===== config.mk =====
export PLATFORM = sky130hd
export DESIGN_NAME = ghost_move_ctrl
export DESIGN_NICKNAME = d
export VERILOG_FILES = /design/src/rtl/ghost_move_ctrl.sv
export SDC_FILE = /design/constraint.sdc
export NUM_CORES = 1
export LEC_CHECK = 0
export BUFFER_PORTS_ARGS = -buffer_cell sky130_fd_sc_hd__buf_2
export CAP_MARGIN = 5
export CELL_PAD_IN_SITES_DETAIL_PLACEMENT = 0
export CELL_PAD_IN_SITES_GLOBAL_PLACEMENT = 1
export CORE_UTILIZATION = 41
export DETAILED_ROUTE_END_ITERATION = 8
export GPL_ROUTABILITY_DRIVEN = 0
export PLACE_DENSITY = 0.81
export SLEW_MARGIN = 40
export SYNTH_ARGS = -nofsm -noshare
export SYNTH_HDL_FRONTEND = slang
export SYNTH_SLANG_ARGS = --single-unit

===== constraint.sdc =====
create_clock -name CLOCK_50 -period 5.6 [get_ports CLOCK_50]
set_input_delay 0.56 -clock CLOCK_50 [delete_from_list [all_inputs] [get_ports CLOCK_50]]
set_output_delay 0.56 -clock CLOCK_50 [all_outputs]
set_load 0.005 [all_outputs]

===== src/rtl/ghost_move_ctrl.sv =====
// Ghost move controller: reads the four neighbours of one ghost from the distance map
// and steps toward pacman. Optional macro GHOST_TUNNEL_WRAP_EN makes x wrap at the map edges.
module ghost_move_ctrl #(
    parameter int MAP_W      = 40,
    parameter int MAP_H      = 30,
    parameter int RD_LATENCY = 2
) (
    input  logic       CLOCK_50,
    input  logic       reset,
    input  logic       ready,
    input  logic       start,
    input  logic [5:0] ghost_x,
    input  logic [4:0] ghost_y,
    output logic [5:0] rdaddr_x,
    output logic [4:0] rdaddr_y,
    input  logic [7:0] data,
    output logic       busy,
    output logic       move_valid,
    output logic [5:0] next_x,
    output logic [4:0] next_y,
    output logic [1:0] dir,
    output logic       stuck,
    output logic [2:0] fsm_state
);

    // Handshake: start is sampled only in IDLE with ready high; move_valid is a
    // one-cycle pulse and next_x/next_y/dir/stuck hold until the next pulse.

    typedef enum logic [2:0] {
        S_IDLE    = 3'd0,
        S_ISSUE   = 3'd1,
        S_WAIT    = 3'd2,
        S_CAPTURE = 3'd3,
        S_DECIDE  = 3'd4
    } state_t;

    typedef struct packed {
        logic       ok;
        logic [5:0] x;
        logic [4:0] y;
    } nbr_t;

    localparam int         WAIT_CYC  = (RD_LATENCY > 1) ? RD_LATENCY - 1 : 0;
    localparam logic [7:0] WAIT_LAST = (WAIT_CYC > 0) ? 8'(WAIT_CYC - 1) : 8'd0;
    localparam logic [5:0] X_MAX     = 6'(MAP_W - 1);
    localparam logic [4:0] Y_MAX     = 5'(MAP_H - 1);

    state_t     state;
    logic [1:0] k;
    logic [7:0] wait_cnt;
    logic [5:0] gx;
    logic [4:0] gy;
    logic       cur_ok;
    logic [7:0] cand [4];

    // Neighbour kk of (x,y) in order up, left, down, right; ok=0 when off-map.
    function automatic nbr_t nbr(input logic [1:0] kk, input logic [5:0] x, input logic [4:0] y);
        nbr_t n;
        n.ok = 1'b1;
        n.x  = x;
        n.y  = y;
        case (kk)
            2'd0: if (y == 5'd0) n.ok = 1'b0; else n.y = y - 5'd1;
            2'd1: begin
                if (x == 6'd0) begin
`ifdef GHOST_TUNNEL_WRAP_EN
                    n.x = X_MAX;
`else
                    n.ok = 1'b0;
`endif
                end else begin
                    n.x = x - 6'd1;
                end
            end
            2'd2: if (y == Y_MAX) n.ok = 1'b0; else n.y = y + 5'd1;
            default: begin
                if (x == X_MAX) begin
`ifdef GHOST_TUNNEL_WRAP_EN
                    n.x = 6'd0;
`else
                    n.ok = 1'b0;
`endif
                end else begin
                    n.x = x + 6'd1;
                end
            end
        endcase
        return n;
    endfunction

    nbr_t       cur_nb;
    nbr_t       sel_nb;
    logic [1:0] best_k;
    logic [1:0] rev_k;
    logic [1:0] sel_k;
    logic [7:0] best_v;
    logic       have_min;
    logic       have_rev;
    logic       sel_stuck;

    assign cur_nb = nbr(k, gx, gy);

    // Strict less-than keeps the lowest k on ties; 253 (reversal) only as a fallback.
    always_comb begin
        best_k   = 2'd0;
        best_v   = 8'hFF;
        have_min = 1'b0;
        rev_k    = 2'd0;
        have_rev = 1'b0;
        for (int i = 0; i < 4; i++) begin
            if (cand[i] < 8'd253) begin
                if (!have_min || cand[i] < best_v) begin
                    have_min = 1'b1;
                    best_v   = cand[i];
                    best_k   = 2'(i);
                end
            end else if (cand[i] == 8'd253 && !have_rev) begin
                have_rev = 1'b1;
                rev_k    = 2'(i);
            end
        end
    end

    assign sel_k     = have_min ? best_k : rev_k;
    assign sel_stuck = !have_min && !have_rev;
    assign sel_nb    = nbr(sel_k, gx, gy);
    assign fsm_state = state;

    always_ff @(posedge CLOCK_50 or negedge reset) begin
        if (!reset) begin
            state      <= S_IDLE;
            k          <= 2'd0;
            wait_cnt   <= 8'd0;
            gx         <= 6'd0;
            gy         <= 5'd0;
            cur_ok     <= 1'b0;
            rdaddr_x   <= 6'd0;
            rdaddr_y   <= 5'd0;
            busy       <= 1'b0;
            move_valid <= 1'b0;
            next_x     <= 6'd0;
            next_y     <= 5'd0;
            dir        <= 2'd0;
            stuck      <= 1'b0;
            for (int i = 0; i < 4; i++) cand[i] <= 8'd0;
        end else begin
            move_valid <= 1'b0;
            case (state)
                S_IDLE: begin
                    if (start && ready) begin
                        gx    <= ghost_x;
                        gy    <= ghost_y;
                        k     <= 2'd0;
                        busy  <= 1'b1;
                        state <= S_ISSUE;
                    end
                end
                S_ISSUE: begin
                    // Off-map neighbours leave the read port untouched.
                    if (cur_nb.ok) begin
                        rdaddr_x <= cur_nb.x;
                        rdaddr_y <= cur_nb.y;
                    end
                    cur_ok   <= cur_nb.ok;
                    wait_cnt <= 8'd0;
                    state    <= (WAIT_CYC == 0) ? S_CAPTURE : S_WAIT;
                end
                S_WAIT: begin
                    if (wait_cnt == WAIT_LAST) begin
                        state <= S_CAPTURE;
                    end else begin
                        wait_cnt <= wait_cnt + 8'd1;
                    end
                end
                S_CAPTURE: begin
                    cand[k] <= cur_ok ? data : 8'hFF;
                    if (k == 2'd3) begin
                        state <= S_DECIDE;
                    end else begin
                        k     <= k + 2'd1;
                        state <= S_ISSUE;
                    end
                end
                S_DECIDE: begin
                    if (sel_stuck) begin
                        next_x <= gx;
                        next_y <= gy;
                        dir    <= 2'd0;
                        stuck  <= 1'b1;
                    end else begin
                        next_x <= sel_nb.x;
                        next_y <= sel_nb.y;
                        dir    <= sel_k;
                        stuck  <= 1'b0;
                    end
                    move_valid <= 1'b1;
                    busy       <= 1'b0;
                    state      <= S_IDLE;
                end
                default: state <= S_IDLE;
            endcase
        end
    end

endmodule


# Word level (Yosys, flattened, before mapping)
# Index checks and enable logic that the tools add are counted.
# word_totals
output_inout_bits,30
register_bits,84
elab_cells,153
in_bits,23
# classes
n_eq_ne,19
reduce_logical,34
magnitude_cmp,9
bitwise_logic,1
n_addsub,6
n_mux,66
# ops
op,count
8-bit two-way mux,8
32-bit bitwise mux,1
"8-bit equality test, second input constant",4
"8-bit less-than comparator, second input constant",4
1-bit two-way mux,26
8-bit less-than comparator,3
2-bit two-way mux,12
6-bit case mux with 2 select lines,2
5-bit case mux with 2 select lines,2
6-bit two-way mux,3
8-bit demux with 2-bit select,1
8-bit case mux with 2 select lines,1
5-bit two-way mux,3
3-bit case mux with 4 select lines,1
2-bit AND reduction,5
3-bit two-way mux,3
"8-bit by 1-bit adder with 8-bit output, second input constant",1
1-bit logical NOT,8
8-bit logical NOT,1
"2-bit != test, second input constant",4
"6-bit by 1-bit adder with 6-bit output, second input constant",1
"2-bit equality test, second input constant",3
"3-bit by 2-bit equality test with 1-bit output, second input constant",2
"6-bit equality test, second input constant",1
23 further kinds,35

# Logic depth before layout (Yosys ltp)
# Gate-level depths: netlist of the first run.
# logic_depth
depth_word,20
mapped_depth,30
depth_no_buf,27

# Worst setup path before layout of the first run
# No wires, ideal clock.
# synth_path
path_kind,flip-flop to flip-flop
from,register cand[19] (netlist bit)
to,register next_x[1]
stages_incl_launch_ff,27
period_less_slack_ns,5.404
arrival_time_ns,5.300
setup_ns,0.104
n_path_buf,2
path_slack_ns,0.196
t_required_ns,5.496
cell_sequence,dfrtp_1 ha_1 a31oi_1 a21o_1 a21oi_1 nor2_1 clkbuf_1 a21oi_1 ha_1 nand4_1 nor2_1 nand2_1 o21ai_2 o211ai_1 nand2_1 clkbuf_1 o21ai_0 ha_1 a21oi_1 nor2b_1 o21ai_0 o2111ai_1 o211a_2 a211oi_4 o21ai_2 o311a_1 o41ai_2
# synth_between
elab_chain_cells,17
elab_cells_between_ends,53
cone_classes,order compare (4); eq/ne (3); mux (31); reduce/logical (15)
# synth_lines
item,line_no,source
start: declaration,54,logic [7:0] cand [4];
start signal: indexed assignment,176,cand[k] <= cur_ok ? data : 8'hFF;
8-bit less-than comparator or 8-bit equality test (tied branches),"112, 117",
1-bit logical OR or 1-bit logical AND (tied branches),"112, 117",
8-bit two-way mux (tied with other cells),112,if (!have_min || cand[i] < best_v) begin
8-bit two-way mux or 1-bit two-way mux (tied branches),111,if (cand[i] < 8'd253) begin
8-bit less-than comparator (tied with other cells),112,
1-bit logical OR or 1-bit logical AND (tied branches),"112, 117",
8-bit two-way mux (tied with other cells),112,
8-bit two-way mux or 1-bit two-way mux (tied branches),111,
8-bit less-than comparator (tied with other cells),112,
1-bit logical OR or 1-bit logical AND (tied branches),"112, 117",
2-bit two-way mux (tied with other cells),112,
2-bit two-way mux or 1-bit two-way mux (tied branches),111,
2-bit two-way mux,124,assign sel_k = have_min ? best_k : rev_k;
2-bit equality test or 2-bit logical NOT (tied branches),-,
2-bit OR reduction (no source line),-,
6-bit case mux with 2 select lines,62,case (kk)
6-bit two-way mux *,185,if (sel_stuck) begin
end signal: assignment,186,next_x <= gx;
end signal: assignment,191,next_x <= sel_nb.x;
end: declaration,19,"output logic [5:0] next_x,"
# Every way passes the cells marked *; elsewhere a longest branch is shown, timed or not.
# A chain may end at the register's enable or synchronous reset.

# Worst setup path in the final report of the first run
# layout_path
from,register cand[22] (netlist bit)
to,register next_x[1]
# The elaborated chain is that of the path after synthesis.

==> results of run 1 <==
==> what timing repair did <==
action | 4_1_cts | 5_1_grt
setup buffers | 2 | 7
hold buffers | 0 | 0
endpoints found under the setup margin | 5 | 11
cloned | 0 | 2
pin swaps | 2 | 20
gates resized for setup | 1 | 43
==> registers in the layout (all words and copies together), names as in the netlist <==
name and flops:
wait_cnt 8, rdaddr_x 6, cur_ok 1, next_y 5, rdaddr_y 5, dir 2, busy 1, move_valid 1
gy 5, gx 6, stuck 1, k 2, fsm_state 3, next_x 6, cand 32
==> layout by cell type, fill, tap and decap left out, types with 11 or more instances in the layout <==
cell type,n
nand4_1,11
inv_1,20
dfrtp_1,83
o21ai_0,68
a21oi_1,21
nor2_1,47
nand3_1,18
buf_2,52
a21oi_2,13
ha_1,26
mux2_2,12
nand2_1,105
buf_4,20
==> metrics by stage <==
| stage | cell area, um2 | cells | worst slack [ps] | util, % | TNS (ps) |
|---|---|---|---|---|---|
| 5_1_grt | 6300 | 846 | -112 | 51.6 | -728 |
| 4_1_cts | 6020 | 836 | 11.3 | 49.3 | 0 |
| 3_5_place_dp | 5710 | 819 | -71.8 | 46.8 | -169 |
| 3_3_place_gp | 5710 | 819 | 151 | 46.8 | 0 |
| 6_report | 6300 | 846 | 189 | 51.6 | 0 |
| 2_1_floorplan | 5230 | 609 | 196 | - | 0 |
==> area by class of cell <==
type	instances	area, um2
Clock buffer	13	250
Clock inverter	2	35.0
Fill cell	1195	5920
Inverter	24	90.1
Multi-Input combinational cell	479	3140
Sequential cell	84	2100
Tap cell	168	210
Timing Repair Buffer	76	464
==> kinds of logic (layout without fill, tap and decap cells) <==
logic type,count (synthesis),count (layout),synth area share (%)
and+or+nand+nor,244,244,21.5
AOI/OAI and AO/OA,167,167,20.5
adders and majority gates,31,31,7.42
DFF,84,84,40.2
muxes,20,20,4.12
buffers and inverters,46,115,3.35
xor gates and xnor gates,17,17,2.85
==> worst min-delay path by stage <==
stage / start / end / slack [ps] / cells past startpoint
after floorplan: reset / busy$_DFFE_PN0P_ / 260 / 0
after global placement: busy$_DFFE_PN0P_ / busy$_DFFE_PN0P_ / 460 / 1
after detailed placement: rdaddr_x[4]$_DFFE_PN0P_ / rdaddr_x[4]$_DFFE_PN0P_ / 460 / 1
after CTS: reset / cand[18]$_DFFE_PN0P_ / 130 / 1
after global routing: reset / cand[21]$_DFFE_PN0P_ / 150 / 1
final: reset / cand[18]$_DFFE_PN0P_ / 120 / 1
==> routing by layer <==
| metal | GRT usage, % | up-vias |
|---|---|---|
| li1 | - | 2316 |
| met1 | 30.5 | 2265 |
| met2 | 31.7 | 125 |
| met3 | 3.37 | 24 |
| met4 | 9.09 | 0 |
| met5 | 0 | - |
==> worst max-delay path: cells and delay by family, from the launching register on <==
family	cells	cell delay, ps
AO/OA/AOI/OAI	13	2370
adder cells (fa/ha/maj)	3	930
buffers and inverters	3	460
flip-flops	1	450
AND/OR/NAND/NOR	9	1090
==> metrics.txt, run 1 <==
Final Skew=7.92 ps; Routed WL=13.5 mm; most used cell, CP=a21oi_2; met3 WL post-DR=632 um; status=finished, final reports clean; RSZ-0062 raised after global routing=true; initial antenna violation count=0; Yosys top cell by area=dfrtp_1; Die Ht=115 um; total of max-cap violations=0; Ys Warns=0; GR Overflow Total=0; Post-Synthesis Cells=609; clk slew on worst S/H paths=60 ps; Detail Route met2 WL=6.13 mm; top sig layer=met4; Worst R2R Path Depth=28; area of the core=12200 um2; crit path launch=cand[22]$_DFFE_PN0P_; top cells by area, synth=dfrtp_1, nand2_1, ha_1; reg2reg end=next_x[1]$_DFFE_PN0P_; crit path kind=reg2reg; Layout area overhead=20.4%; Post-synth EDFFs=0; final hold vios=0; Period minus WS final=5410 ps; post-synthesis sequential area ratio=40.2%; Reg2Reg Setup Slack=190 ps; H-tree levels=3; # rows=40; worst skew pair latency=350 ps; Netlist Area Pre-Place=5230 um2; CP Launch Type=register; largest net degree at the start of global routing=58; Slew @ Worst Pin=805 ps; area share of the largest cell type after synthesis=40.2%; Post-Syn Nets=663; Global Route Usage Sum=21.2%; DRC violations left=0; DP HPWL=9.78 mm; die area=13200 um2; Rel. slew slack=46.2%; slowest stage delay, CP=approximately 450 ps; Distinct cells, synth=64; critical path required time=roughly 6000 ps; Die Wd=115 um; Clock Path Buffers=2; Slowest-stage cell, CP=dfrtp_1; ys flop type=dfrtp_1; critical path capture point type=register; Via density=5.59; Worst Hold Class=in2async; first-pass GRT wire length=between 20 and 25 mm; M1 wire length=6.49 mm; ANT nets after route=0; number of synthesized register bits=84; Max Fclk=between 150 and 200 MHz; diodes inserted=0; Initial Utilization=42.8%; crit-path max FO=7; DRT iter0 DRCs=196; Worst EP arrival=5650 ps; DR vias=4730; DR WL/cell=approximately 16 um; layout cells sized above 1=a little over a fifth; Tcrit/Tclk final=96.6%; CTS root buf=clkbuf_16; Critical Path End=next_x[1]$_DFFE_PN0P_; drt pass-1 iters=4; r2r startpoint=cand[22]$_DFFE_PN0P_; Commonest cells post-synth=nand2_1, dfrtp_1, o21ai_0, nor2_1, a21oi_1; Avg Inst Size Synth=8.59 um2; I/O Buffers=between 50 and 60; asr flop ratio synth=between 90% and 100%; number of global-route vias before repair=4383; # IOs=53; most frequent cell after synthesis=nand2_1; total clock sinks=84; Layout Nets=728; number of max-slew violations in the final report=0; CTS tree=yes; WHS=119 ps; # setup viols final=0; total CTS buffers=9
Power of run 1 is left out: the tool's default activity adds up to more than one toggle a clock period on the data nets, which glitch-free logic cannot reach.
==> inputs of run 2 (changes only) <==
--- a/config.mk
+++ b/config.mk
@@ -8,7 +8,5 @@
 export BUFFER_PORTS_ARGS = -buffer_cell sky130_fd_sc_hd__buf_2
 export CAP_MARGIN = 5
-export CELL_PAD_IN_SITES_DETAIL_PLACEMENT = 0
-export CELL_PAD_IN_SITES_GLOBAL_PLACEMENT = 1
-export CORE_UTILIZATION = 41
+export CORE_UTILIZATION = 54
 export DETAILED_ROUTE_END_ITERATION = 8
 export GPL_ROUTABILITY_DRIVEN = 0
==> constraint.sdc (replaced) <==
create_clock -name CLOCK_50 -period 5.6 [get_ports CLOCK_50]
set_input_delay 1.12 -clock CLOCK_50 [delete_from_list [all_inputs] [get_ports CLOCK_50]]
set_output_delay 1.12 -clock CLOCK_50 [all_outputs]
set_load 0.005 [all_outputs]
==> metrics.txt, run 2 (synthesis gave the netlist of run 1 again) <==
status=complete, but fails checks; failing checks=design-rule violations; Final Skew=17.1 ps (+9.19 ps); RSZ-0062 raised after global routing=true; # rows=35 (-13%); Worst Hold Class=reg2reg; first-pass GRT wire length=21.3 mm (-2.6%); slowest stage delay, CP=400 ps (-50 ps); final worst slack=4.54 ps (-185 ps); largest net degree at the start of global routing=57 (-1.7%); Routed WL=14.5 mm (+7.2%); DR vias=5059 (+7.0%); Slew @ Worst Pin=1070 ps (+270 ps); CTS tree=yes; Via density=6.25 (+12%); layout cells sized above 1=24.2% (+2.4 points); Rel. slew slack=27.7% (-19 points); Tcrit/Tclk final=99.9% (+3.3 points); DP HPWL=9.58 mm (-2.1%); drt pass-1 iters=7 (+3); # IOs=53 (unchanged); critical path capture point type=register; most used cell, CP=buf_6; total CTS buffers=9 (unchanged); biggest regs=cand (32), wait_cnt (8); Die Ht=100 um (-13%); most common cell after layout, fill and taps aside=nand2_1; largest reg by FF count=cand; Layout Nets=730 (+0.27%); Non-Filler Instances=810 (-4.3%); FILL cells=705 (-41%); CP Launch Type=register; worst skew pair latency=370 ps (+20 ps); number of global-route vias before repair=4462 (+1.8%); diodes inserted=0 (unchanged); CTS root buf=clkbuf_8; Worst EP arrival=5860 ps (+210 ps); total clock sinks=84 (unchanged); Max Fclk=179 MHz (-3.3%); Slowest-stage cell, CP=dfrtp_1; die area=10100 um2 (-24%); most frequent cells in the layout=nand2_1, dfrtp_1, o21ai_0; I/O Buffers=52 (unchanged); crit-path max FO=8 (+1); number of max-slew violations in the final report=0 (unchanged); pre-CTS WS=-13.6 ps (+58.2 ps); max reg flops=32 (unchanged); Die Wd=100 um (-13%); final hold vios=0 (unchanged); ANT nets after route=0 (unchanged); initial antenna violation count=0 (unchanged); DR WL/cell=17.9 um (+12%); crit path kind=reg2reg; placed cells=779 (-4.9%); Layout area overhead=19.6%; H-tree levels=3 (unchanged); total of max-cap violations=0 (unchanged); Global Route Usage Sum=26.9% (+5.6 points); GR Overflow Total=0 (unchanged); Period minus WS final=5600 ps (+185 ps); # setup viols final=0 (unchanged); DRT iter0 DRCs=548 (+180%); critical path required time=5860 ps (+20 ps); final setup TNS=0 ps (unchanged); Clock Path Buffers=2 (unchanged); area of the core=9330 um2 (-24%); clk slew on worst S/H paths=100 ps (+40 ps); Initial Utilization=56.1% (+13 points); DRC violations left=1 (+1)
-- run 2: cell types whose count changed in the layout (fill, tap and decap cells not counted), sizes merged --
| cell | previous run | this run |
|---|---|---|
| inv | 22 | 23 |
| buf | 76 | 78 |
| clkbuf | 13 | 10 |
| clkinvlp | 0 | 2 |
| clkinv | 3 | 4 |
-- run 2: cell type report --
cell class | instances | area [um2] | share of cell area [%]
clock buffers | 10 | 138 | 2.20
clock inverters | 6 | 71.3 | 1.14
flip-flops and latches | 84 | 2110 | 33.7
multi-input cells | 479 | 3210 | 51.3
repair buffers | 78 | 480 | 7.68
inverters | 24 | 90.1 | 1.44
well taps | 129 | 161 | 2.58
-- run 2: path summary, 6_finish.rpt --
| path | slack [ps] | depth (start not counted) | endpoint | startpoint |
|---|---|---|---|---|
| setup / recovery | 5 | 29 | next_x[1]$_DFFE_PN0P_ | cand[31]$_DFFE_PN0P_ |
| hold / removal | 480 | 2 | rdaddr_x[5]$_DFFE_PN0P_ | rdaddr_x[5]$_DFFE_PN0P_ |
| setup reg to reg | 5 | 29 | next_x[1]$_DFFE_PN0P_ | cand[31]$_DFFE_PN0P_ |
| hold reg to reg | 480 | 2 | rdaddr_x[5]$_DFFE_PN0P_ | rdaddr_x[5]$_DFFE_PN0P_ |
| max in group asynchronous | 3850 | 2 | cand[22]$_DFFE_PN0P_ | reset |
| min in group asynchronous | 650 | 1 | cand[26]$_DFFE_PN0P_ | reset |
-- run 2: critical path, delay by kind of cell, from the launching register on --
| family | cells | cell delay [ps] |
|---|---|---|
| flops | 1 | 400 |
| compound gates | 10 | 1830 |
| fa+ha+maj | 3 | 940 |
| buf+inv | 6 | 740 |
| simple gates | 10 | 1560 |
-- run 2: stage by stage --
step           hold WS, ps  utilization, %  area, um2
3_3_place_gp           457            60.6       5660
5_1_grt                501            67.1       6250
3_5_place_dp           461            60.6       5660
4_1_cts                484            63.0       5880
2_1_floorplan          464               -       5230
6_report               485            67.1       6250
-- run 2: what timing repair did --
action,CTS,global route
pin swaps,2,23
hold endpoints to repair,0,0
hold buffers,0,0
gates cloned,0,2
setup buffers,2,11
gates resized for setup,0,71
endpoints found under the setup margin,2,12
-- run 2: metal layers --
layer  GRT usage [%]  up-vias  wire (um)
met5               0        -          0
met2            42.5      318       6880
met4            9.59        0        554
li1                -     2304          -
met3            4.81       76       1120
met1            37.2     2361       5950
Power of run 2 is left out for the same reason.
==> inputs of run 3 (changes only) <==
ABC_AREA = 1   (was default)
PLACE_DENSITY = 0.77   (was 0.81)
==> metrics.txt, run 3 <==
worst skew pair latency=370 ps (about the same); register area=2100 um2 (-0.18%); area share of the largest cell type after synthesis=39.9% (-0.31 points); # rows=35 (unchanged); DRT iter0 DRCs=392 (-28%); DR WL/cell=14.5 um (-19%); clk slew on worst S/H paths=90 ps (about the same); biggest regs=cand (32), wait_cnt (8); Netlist Area Pre-Place=5270 um2 (+0.77%); Routed WL=12.7 mm (-12%); Yosys top cell by area=dfrtp_1; H-tree levels=3 (unchanged); WP buf/inv=3 (-3); PostCTS Resize Cnt=0 (unchanged); die area=10200 um2 (+0.75%); Max Fclk=227 MHz (+27%); DP HPWL=9.52 mm (-0.59%); DRC violations left=0 (-1); Commonest cells post-synth=nand2_1, inv_1, dfrtp_1, o21ai_0, nor2_1; Worst Hold Class=reg2reg; Post-CTS Setup Bufs=0 (-2); diodes inserted=0 (unchanged); Die Wd=101 um (+0.37%); Hold-fix buffers, CTS=0 (unchanged); post-synthesis sequential area ratio=39.9% (-0.31 points); most used cell, CP=nand2_1; DR vias=4842 (-4.3%); Post-Synthesis Cells=697 (+14%); Slowest-stage cell, CP=dfrtp_1; final setup TNS=0 ps (unchanged); top cells by area, synth=dfrtp_1, nand2_1, o21ai_0; ANT nets after route=0 (unchanged); most frequent cells in the layout=nand2_1, inv_1, dfrtp_1; total clock sinks=84 (unchanged); Period minus WS final=4410 ps (-1180 ps); Avg Inst Size Synth=7.56 um2 (-12%); status=finished, final reports clean; delay-heaviest family, CP=simple AND/OR/NAND/NOR gates; critical path capture point type=register; total CTS buffers=9 (unchanged); CTS tree=yes; final hold vios=0 (unchanged); # IOs=53 (unchanged); initial antenna violation count=0 (unchanged); Layout Nets=798 (+9.3%); ys flop type=dfrtp_1; Clock Path Buffers=2 (unchanged); most frequent cell after synthesis=nand2_1; RSZ-0062 raised after global routing=false; max reg flops=32 (unchanged); critical path required time=5860 ps (about the same); total of max-cap violations=0 (unchanged); CP Launch Type=register; number of global-route vias before repair=4565 (+2.3%); FILL cells=811 (+15%); Global Route Usage Sum=27.4% (+0.56 points); first-pass GRT wire length=21.8 mm (+2.3%); Post-synth EDFFs=0 (unchanged); # setup viols final=0 (unchanged); area occupied by multi-input gates=2730 um2 (-15%); crit-path max FO=18 (+10); Layout area overhead=11.3%; area of the core=9330 um2 (unchanged); crit path kind=reg2reg; slowest stage delay, CP=400 ps (about the same); largest net degree at the start of global routing=85 (+49%); Slew @ Worst Pin=692 ps (-383 ps); Distinct cells, synth=38 (-41%); layout cells sized above 1=14.6% (-9.7 points); Ys Warns=0 (unchanged); Initial Utilization=56.5% (+0.43 points); Via density=5.51 (-12%); drt pass-1 iters=5 (-2); GR Overflow Total=0 (unchanged); Rel. slew slack=53.6% (+26 points); Worst EP arrival=4680 ps (-1180 ps); Die Ht=101 um (+0.37%); number of synthesized register bits=84 (unchanged); Tcrit/Tclk final=78.8% (-21 points); Final Skew=12.5 ps (-4.61 ps); most common cell after layout, fill and taps aside=nand2_1; asr flop ratio synth=100% (unchanged); largest reg by FF count=cand; I/O Buffers=52 (unchanged); CTS root buf=clkbuf_8; Post-Syn Nets=751 (+13%); number of max-slew violations in the final report=0 (unchanged)
==> run 3: cell types whose count changed after synthesis, moves of 8 or more <==
cell / delta
nand2_1: +70
inv_1: +68
nand3_1: +15
o21ai_0: +13
a21oi_1: -9
mux2_2: -8
mux2i_1: -8
xnor2_1: -8
==> run 3: final timing paths <==
path	end	slack, ps	cells after the start	startpoint
max	next_y[2]$_DFFE_PN0P_	1190	31	cand[29]$_DFFE_PN0P_
min	next_x[4]$_DFFE_PN0P_	480	2	next_x[4]$_DFFE_PN0P_
max reg2reg	next_y[2]$_DFFE_PN0P_	1190	31	cand[29]$_DFFE_PN0P_
min reg2reg	next_x[4]$_DFFE_PN0P_	480	2	next_x[4]$_DFFE_PN0P_
max in group asynchronous	cand[7]$_DFFE_PN0P_	4340	1	reset
min in group asynchronous	wait_cnt[4]$_DFFE_PN0P_	780	1	reset
==> run 3: routing by layer <==
| metal | track usage [%] | up-vias | wire length [um] |
|---|---|---|---|
| met5 | 0 | - | 0 |
| met4 | 9.36 | 0 | 278 |
| met3 | 4.44 | 25 | 968 |
| met2 | 40.8 | 206 | 5490 |
| met1 | 40.5 | 2235 | 5980 |
| li1 | - | 2376 | - |
==> run 3: final cells by class <==
class | instances | area share, %
clock buffers | 10 | 2.35
well taps | 129 | 2.75
multi-input cells | 500 | 46.5
inverters | 94 | 6.06
repair buffers | 55 | 4.97
flip-flops and latches | 84 | 35.9
clock inverters | 6 | 1.49
==> run 3: worst reg2reg max path: cells and delay by family, from the launching register on <==
family / cells / cell delay, ps
flip-flops: 1 / 400
AO/OA/AOI/OAI: 7 / 1000
AND/OR/NAND/NOR: 18 / 1710
adder cells (fa/ha/maj): 3 / 850
buffers and inverters: 3 / 370
==> run 3: cells by family after synthesis <==
logic type      Yosys count  synth area share [%]
flops                    84                  39.9
buf+inv                 113                  8.55
xor+xnor                 12                  1.99
simple gates            320                  27.4
compound gates          133                  14.0
mux                       4                 0.855
fa+ha+maj                31                  7.36
==> run 3: metrics by stage <==
step | setup WS [ps] | instances | hold WS, ps | area [um2] | utilization (%)
5_1_grt | 701 | 878 | 521 | 5860 | 62.8
6_report | 1190 | 878 | 477 | 5860 | 62.8
3_3_place_gp | 1380 | 862 | 460 | 5620 | 60.3
2_1_floorplan | 1480 | 697 | 472 | 5270 | -
4_1_cts | 1200 | 878 | 484 | 5850 | 62.8
3_5_place_dp | 1240 | 862 | 462 | 5630 | 60.3
Power of run 3 is left out for the same reason.
